--- src/rtl/mvau_weight_stream.sv ---
// ---------------------------------------------------------------------------
// mvau_weight_stream
//
// Weight-stream source for mvau_stream. PE on-chip banks hold the weight
// matrix. On each run the banks are replayed as PE x SIMD weight words in
// MVAU consumption order: for every input vector, every neuron fold, then
// every synapse fold. Reads are registered (1-cycle latency). A 2-entry skid
// buffer holds the read data so that a downstream stall never drops or
// duplicates a beat, and so that no bubble appears when ready returns.
//
// Ports:
//   clk, rst        clock, asynchronous active-high reset
//   start           one-cycle run request (ignored while busy)
//   wr_en/wr_pe/    weight-memory write: bank, word address nf*SF+sf,
//   wr_addr/wr_data SIMD weights (element 0 in the most significant TW bits)
//   out_v/out_rdy   valid/ready handshake of the weight stream
//   out_wgt         PE x SIMD x TW word, lane 0 in the most significant slice
//   busy            run in progress
//   done            pulse coincident with the final accepted beat
//   wr_err          sticky flag: write attempted during a run (guard build)
//
// Build option:
//   MVAU_WSTREAM_WR_GUARD_EN  when defined, writes during a run are dropped
//                             and wr_err is set; otherwise writes always land
//                             and wr_err is tied low.
// ---------------------------------------------------------------------------
module mvau_weight_stream #(
    parameter int SIMD       = 2,
    parameter int PE         = 2,
    parameter int TW         = 4,
    parameter int MatrixW    = 4,
    parameter int MatrixH    = 4,
    parameter int NUM_VEC    = 3,
    parameter int WMEM_DEPTH = (MatrixW / SIMD) * (MatrixH / PE)
) (
    input  logic                                                  clk,
    input  logic                                                  rst,
    input  logic                                                  start,
    input  logic                                                  wr_en,
    input  logic [((PE > 1) ? $clog2(PE) : 1)-1:0]                wr_pe,
    input  logic [((WMEM_DEPTH > 1) ? $clog2(WMEM_DEPTH) : 1)-1:0] wr_addr,
    input  logic [SIMD*TW-1:0]                                    wr_data,
    output logic                                                  out_v,
    input  logic                                                  out_rdy,
    output logic [PE*SIMD*TW-1:0]                                 out_wgt,
    output logic                                                  busy,
    output logic                                                  done,
    output logic                                                  wr_err
);
    localparam int SF    = MatrixW / SIMD;
    localparam int NF    = MatrixH / PE;
    localparam int AW    = (WMEM_DEPTH > 1) ? $clog2(WMEM_DEPTH) : 1;
    localparam int SFW   = (SF > 1) ? $clog2(SF) : 1;
    localparam int NFW   = (NF > 1) ? $clog2(NF) : 1;
    localparam int VW    = (NUM_VEC > 1) ? $clog2(NUM_VEC) : 1;
    localparam int TOTAL = NUM_VEC * WMEM_DEPTH;
    localparam int TCW   = $clog2(TOTAL + 1);
    localparam int LW    = SIMD * TW;
    localparam int OW    = PE * LW;

    typedef enum logic {IDLE, RUN} state_e;

    state_e           state_q, state_d;
    logic [SFW-1:0]   sf_q, sf_d;
    logic [NFW-1:0]   nf_q, nf_d;
    logic [VW-1:0]    vec_q, vec_d;
    logic             iss_done_q, iss_done_d;   // every beat has been issued
    logic [TCW-1:0]   tx_q, tx_d;               // beats accepted downstream
    logic             rd_v_q, rd_v_d;           // read in flight
    logic [OW-1:0]    rd_data_q;
    logic [OW-1:0]    buf0_q, buf0_d, buf1_q, buf1_d;
    logic [1:0]       cnt_q, cnt_d;             // skid occupancy, 0..2

    logic             pop, issue, wr_ok, wr_in_range;
    logic [2:0]       occ;
    logic [AW-1:0]    rd_addr;

    logic [LW-1:0]    mem [PE][WMEM_DEPTH];

    assign out_v   = (cnt_q != 2'd0);
    assign out_wgt = buf0_q;
    assign busy    = (state_q == RUN);
    assign pop     = out_v & out_rdy;
    assign done    = pop & (tx_q == TCW'(TOTAL - 1));
    assign rd_addr = AW'(int'(nf_q) * SF + int'(sf_q));

    // Occupancy the skid will hold after this edge, before counting a new
    // issue: current entries, minus the pop, plus the read landing now.
    // Issuing is safe only if that leaves room for one more read.
    assign occ   = 3'(cnt_q) + 3'(rd_v_q) - 3'(pop);
    assign issue = (state_q == RUN) && !iss_done_q && (occ <= 3'd1);

    assign wr_in_range = (int'(wr_pe) < PE) && (int'(wr_addr) < WMEM_DEPTH);

`ifdef MVAU_WSTREAM_WR_GUARD_EN
    logic wr_err_q, wr_err_d;

    assign wr_ok  = wr_en && wr_in_range && !busy;
    assign wr_err = wr_err_q;

    always_comb begin
        wr_err_d = wr_err_q | (wr_en & busy);
    end

    always_ff @(posedge clk or posedge rst) begin
        if (rst) wr_err_q <= 1'b0;
        else     wr_err_q <= wr_err_d;
    end
`else
    assign wr_ok  = wr_en && wr_in_range;
    assign wr_err = 1'b0;
`endif

    // NOTE: the banks and their read register carry no reset; clearing a RAM
    // is not possible in one cycle and the weights must survive a reset.
    // A same-cycle write and read of one word returns the old data because
    // both sides update with non-blocking assignments.
    always_ff @(posedge clk) begin
        if (wr_ok) mem[wr_pe][wr_addr] <= wr_data;
        if (issue) begin
            for (int p = 0; p < PE; p++) begin
                rd_data_q[(PE-1-p)*LW +: LW] <= mem[p][rd_addr];
            end
        end
    end

    // NOTE: every signal driven here gets its default first, so no path
    // leaves one unassigned and no latch is inferred.
    always_comb begin
        state_d    = state_q;
        sf_d       = sf_q;
        nf_d       = nf_q;
        vec_d      = vec_q;
        iss_done_d = iss_done_q;
        tx_d       = tx_q;
        rd_v_d     = issue;
        buf0_d     = buf0_q;
        buf1_d     = buf1_q;
        cnt_d      = cnt_q;

        case (state_q)
            IDLE: begin
                if (start) begin
                    state_d    = RUN;
                    sf_d       = '0;
                    nf_d       = '0;
                    vec_d      = '0;
                    iss_done_d = 1'b0;
                    tx_d       = '0;
                end
            end
            RUN: begin
                if (done) state_d = IDLE;
            end
            default: state_d = IDLE;
        endcase

        // sf innermost, then nf, then vec; the address wraps per vector.
        if (issue) begin
            if (sf_q == SFW'(SF - 1)) begin
                sf_d = '0;
                if (nf_q == NFW'(NF - 1)) begin
                    nf_d = '0;
                    if (vec_q == VW'(NUM_VEC - 1)) begin
                        vec_d      = '0;
                        iss_done_d = 1'b1;
                    end else begin
                        vec_d = vec_q + VW'(1);
                    end
                end else begin
                    nf_d = nf_q + NFW'(1);
                end
            end else begin
                sf_d = sf_q + SFW'(1);
            end
        end

        // Pop shifts the second entry forward; the landing read then fills
        // the first free slot.
        if (pop) begin
            tx_d   = tx_q + TCW'(1);
            buf0_d = buf1_q;
            cnt_d  = cnt_q - 2'd1;
        end
        if (rd_v_q) begin
            if (cnt_d == 2'd0) buf0_d = rd_data_q;
            else               buf1_d = rd_data_q;
            cnt_d = cnt_d + 2'd1;
        end
    end

    // NOTE: state registers use non-blocking assignments so all flops sample
    // the same pre-edge values.
    always_ff @(posedge clk or posedge rst) begin
        if (rst) begin
            state_q    <= IDLE;
            sf_q       <= '0;
            nf_q       <= '0;
            vec_q      <= '0;
            iss_done_q <= 1'b0;
            tx_q       <= '0;
            rd_v_q     <= 1'b0;
            buf0_q     <= '0;
            buf1_q     <= '0;
            cnt_q      <= '0;
        end else begin
            state_q    <= state_d;
            sf_q       <= sf_d;
            nf_q       <= nf_d;
            vec_q      <= vec_d;
            iss_done_q <= iss_done_d;
            tx_q       <= tx_d;
            rd_v_q     <= rd_v_d;
            buf0_q     <= buf0_d;
            buf1_q     <= buf1_d;
            cnt_q      <= cnt_d;
        end
    end

endmodule
--- config.mk ---
export PLATFORM = sky130hd
export DESIGN_NAME = mvau_weight_stream
export DESIGN_NICKNAME = d
export VERILOG_FILES = /design/src/rtl/mvau_weight_stream.sv
export SDC_FILE = /design/constraint.sdc
export NUM_CORES = 1
export LEC_CHECK = 0
export CORE_UTILIZATION = 62
export CTS_CLUSTER_DIAMETER = 40
export DETAILED_ROUTE_END_ITERATION = 10
export PLACE_DENSITY = 0.91
export RECOVER_POWER = 25
export SLEW_MARGIN = 20
export SYNTH_ARGS = -nofsm -noshare
export SYNTH_HDL_FRONTEND = slang
export SYNTH_SLANG_ARGS = --single-unit
--- constraint.sdc ---
create_clock -name clk -period 8.5 [get_ports clk]
set_input_delay 1.7 -clock clk [delete_from_list [all_inputs] [get_ports clk]]
set_output_delay 1.7 -clock clk [all_outputs]
set_load 0.005 [all_outputs]
==> qor.csv <==
stage,metric,value,unit
status,outcome,finished clean,
power,pwr/cell area,385,mW/mm^2
clock_network,htree depth,4,
detailed_routing,final WL,9020,um
global_routing,initial antenna violation count,0,
critical_path,worst-path maximum fanout,2,
layout,Multi-input gate area,0.00129,mm^2
sta,Final Max Tran Viols,0,
clock_network,CTS clock-pin slew for the worst setup and hold paths,60,ps
clock_network,CTS tree,yes,
layout,"commonest non-fill, non-tap cells in the layout","edfxtp_1, dfrtp_1, clkdlybuf4s50_1, mux2i_1, nand2_1",
critical_path,CP endpoint kind,output pin,
sta,post-route clock period utilization,56.2,%
yosys,sequential area share after synthesis,70.9,%
power,leak pwr,2.25,nW
layout,Syn-to-layout area delta,19.7,%
placement,global placement routability congestion,0.687,
die,Total Die Area,0.00838,mm^2
yosys,Unique masters post-synth,36,
layout,share of layout cells above drive strength 1,22.4,%
sta,Setup-failing EPs final,0,
die,# rows,32,
sta,RSZ-0062 raised after global routing,false,
global_routing,GRT overflow,0,
critical_path,Setup CP Type,input port to output pin,
detailed_routing,DRC Markers,0,
sta,Clock Skews,11.7,ps
power,"IR drop worst, VDD",182,uV
clock_network,TritonCTS buffer count,17,
placement,Post-DP HPWL,5150,um
yosys,"flops & latches, synth",125,
hold_path,type of the most critical hold path,register to register,
critical_path,Worst Path Required,6800,ps
clock_network,clock sinks,125,
sta,Achievable Freq,209,MHz
detailed_routing,Final ANT Viol Nets,0,
placement,I/O Buffers,34,
job,Max Cap Violations,0,
yosys,synthesized instance count,288,
critical_path,Critical Path AT,3080,ps
layout,Reg area,0.00353,mm^2
sta,minimum clock period,4780,ps
clock_network,post-cts sizing count,0,
yosys,synthesized cell area,0.00497,mm^2
yosys,Syn. warnings,0,
detailed_routing,Avg WL per Cell,20.3,um
global_routing,overall routing resource usage,24.3,%
clock_network,Worst-Skew Late Latency,520,ps
sta,post-route setup TNS,0,ps
placement,placed cell areas,0.00535,mm^2
sta,max_slew headroom,23.7,%
layout,n_diodes,0,
layout,Final #Nets,351,
layout,Final Cell Area,0.00595,mm^2
die,Core Region,0.00773,mm^2
global_routing,number of global-route vias before repair,2677,
die,I/O pin total,36,
die,DIE HEIGHT,91.6,um
yosys,"Avg Cell Area, Syn",17.3,um^2
clock_network,root buf cell,clkbuf_8,
clock_network,post-CTS setup buffer count,0,
die,initial core utilization,64.4,%
sta,Final Hold Fails,0,
detailed_routing,DRT Pass-1 Iters,5,
detailed_routing,Vias,2536,
clock_network,CTS Hold Buffers Added,0,
clock_network,clk buf depth,2,
global_routing,pin count of the biggest net entering global routing,46,
sta,Least-Margin Pin Slew,1140,ps
global_routing,first-pass GRT wire length,14300,um
layout,Fill cells,394,
layout,"most common cell after layout, fill and taps aside",edfxtp_1,
detailed_routing,Vias/cell,5.70,
power,total power,2.29,mW
critical_path,CP Launch Type,input port,
detailed_routing,Initial DRC Count,155,
die,chip width,91.6,um
yosys,net count after synthesis,309,
per-layer routing:
| layer | global-route usage (%) | share of wire (%) | vias up |
|---|---|---|---|
| met5 | 0 | 0 | - |
| met4 | 13.4 | 1.9 | 0 |
| met3 | 5.78 | 3.7 | 13 |
| met2 | 39.5 | 53 | 73 |
| met1 | 30.3 | 41 | 1292 |
| li1 | - | - | 1158 |
where the power goes:
part	switching, mW	total, mW	internal [mW]
Combinational	0.264	0.585	0.320
Sequential	0.142	0.988	0.846
Clock	0.271	0.722	0.451
Total	0.678	2.29	1.62
critical path, stage by stage:
cell             delay, ps
clkdlybuf4s50_1        470
and4bb_2               240
and2_1                 160
clkdlybuf4s50_1        510
cells in the mapped netlist:
master	count	area (um^2)
edfxtp_1	80	2400
dfrtp_1	45	1130
mux2i_1	21	210
nand2_1	21	78.8
mux2_2	17	191
mux4_2	16	360
inv_1	10	37.5
nor2_1	10	37.5
o21ai_0	10	50.1
o21ai_1	10	50.1
nand2b_1	6	37.5
buf_2	4	20.0
buf_6	4	45.0
ha_1	4	50.1
nand3_1	4	20.0
buf_4	3	22.5
and2_1	2	12.5
buf_8	2	30.0
nor3_1	2	10.0
a21o_1	1	7.51
a32o_1	1	10.0
and4bb_2	1	12.5
clkbuf_1	1	3.75
clkbuf_2	1	5.00
conb_1	1	3.75
fa_1	1	20.0
mux2_4	1	15.0
nand2_2	1	6.26
nand3b_4	1	20.0
nor2b_1	1	6.26
nor2b_4	1	13.8
nor3_4	1	16.3
nor3b_1	1	7.51
xnor2_1	1	8.76
xor2_1	1	8.76
xor2_2	1	16.3
sequential cells by signal, summed over array words and instances, names as in the netlist:
register    count
vec_q           2
iss_done_q      1
cnt_q           2
busy            1
buf1_q         16
out_wgt        16
nf_q            1
rd_data_q      16
rd_v_q          1
sf_q            1
mem            64
tx_q            4
final cells by class:
cell class | count | area share [%]
clock inverter | 15 | 3.17
inverter | 10 | 0.631
clock buffer | 17 | 6.96
multi-input combinational | 138 | 21.6
timing repair buffer | 38 | 6.22
tap | 102 | 2.14
sequential | 125 | 59.3
final timing paths:
path                          start   endpoint  slack (ps)  depth (start not counted)
max                         out_rdy       done        3720                          4
min                         tx_q[2]    tx_q[2]         500                          1
max reg2reg                cnt_q[1]       sf_q        5340                         12
min reg2reg                 tx_q[2]    tx_q[2]         500                          1
max in group asynchronous       rst  buf1_q[4]        6500                          3
min in group asynchronous       rst    tx_q[2]        1620                          3
cells by family after synthesis:
logic type      after synthesis  synth area share [%]
xor+xnor                      3                 0.679
mux                          55                  15.6
compound gates               22                  2.36
buf+inv                      25                  3.30
simple gates                 52                  5.61
flops                       125                  70.9
other cells                   1                0.0754
fa+ha+maj                     5                  1.41
per-stage QoR:
step	hold WS, ps	setup WS [ps]	util [%]	std cells
4_1_cts	507	3720	77.0	445
3_3_place_gp	457	3740	69.2	413
6_report	500	3720	77.0	445
3_5_place_dp	490	3730	69.2	413
5_1_grt	526	3690	77.0	445
2_1_floorplan	446	4290	-	288
Power figures use the tool's default switching activity.
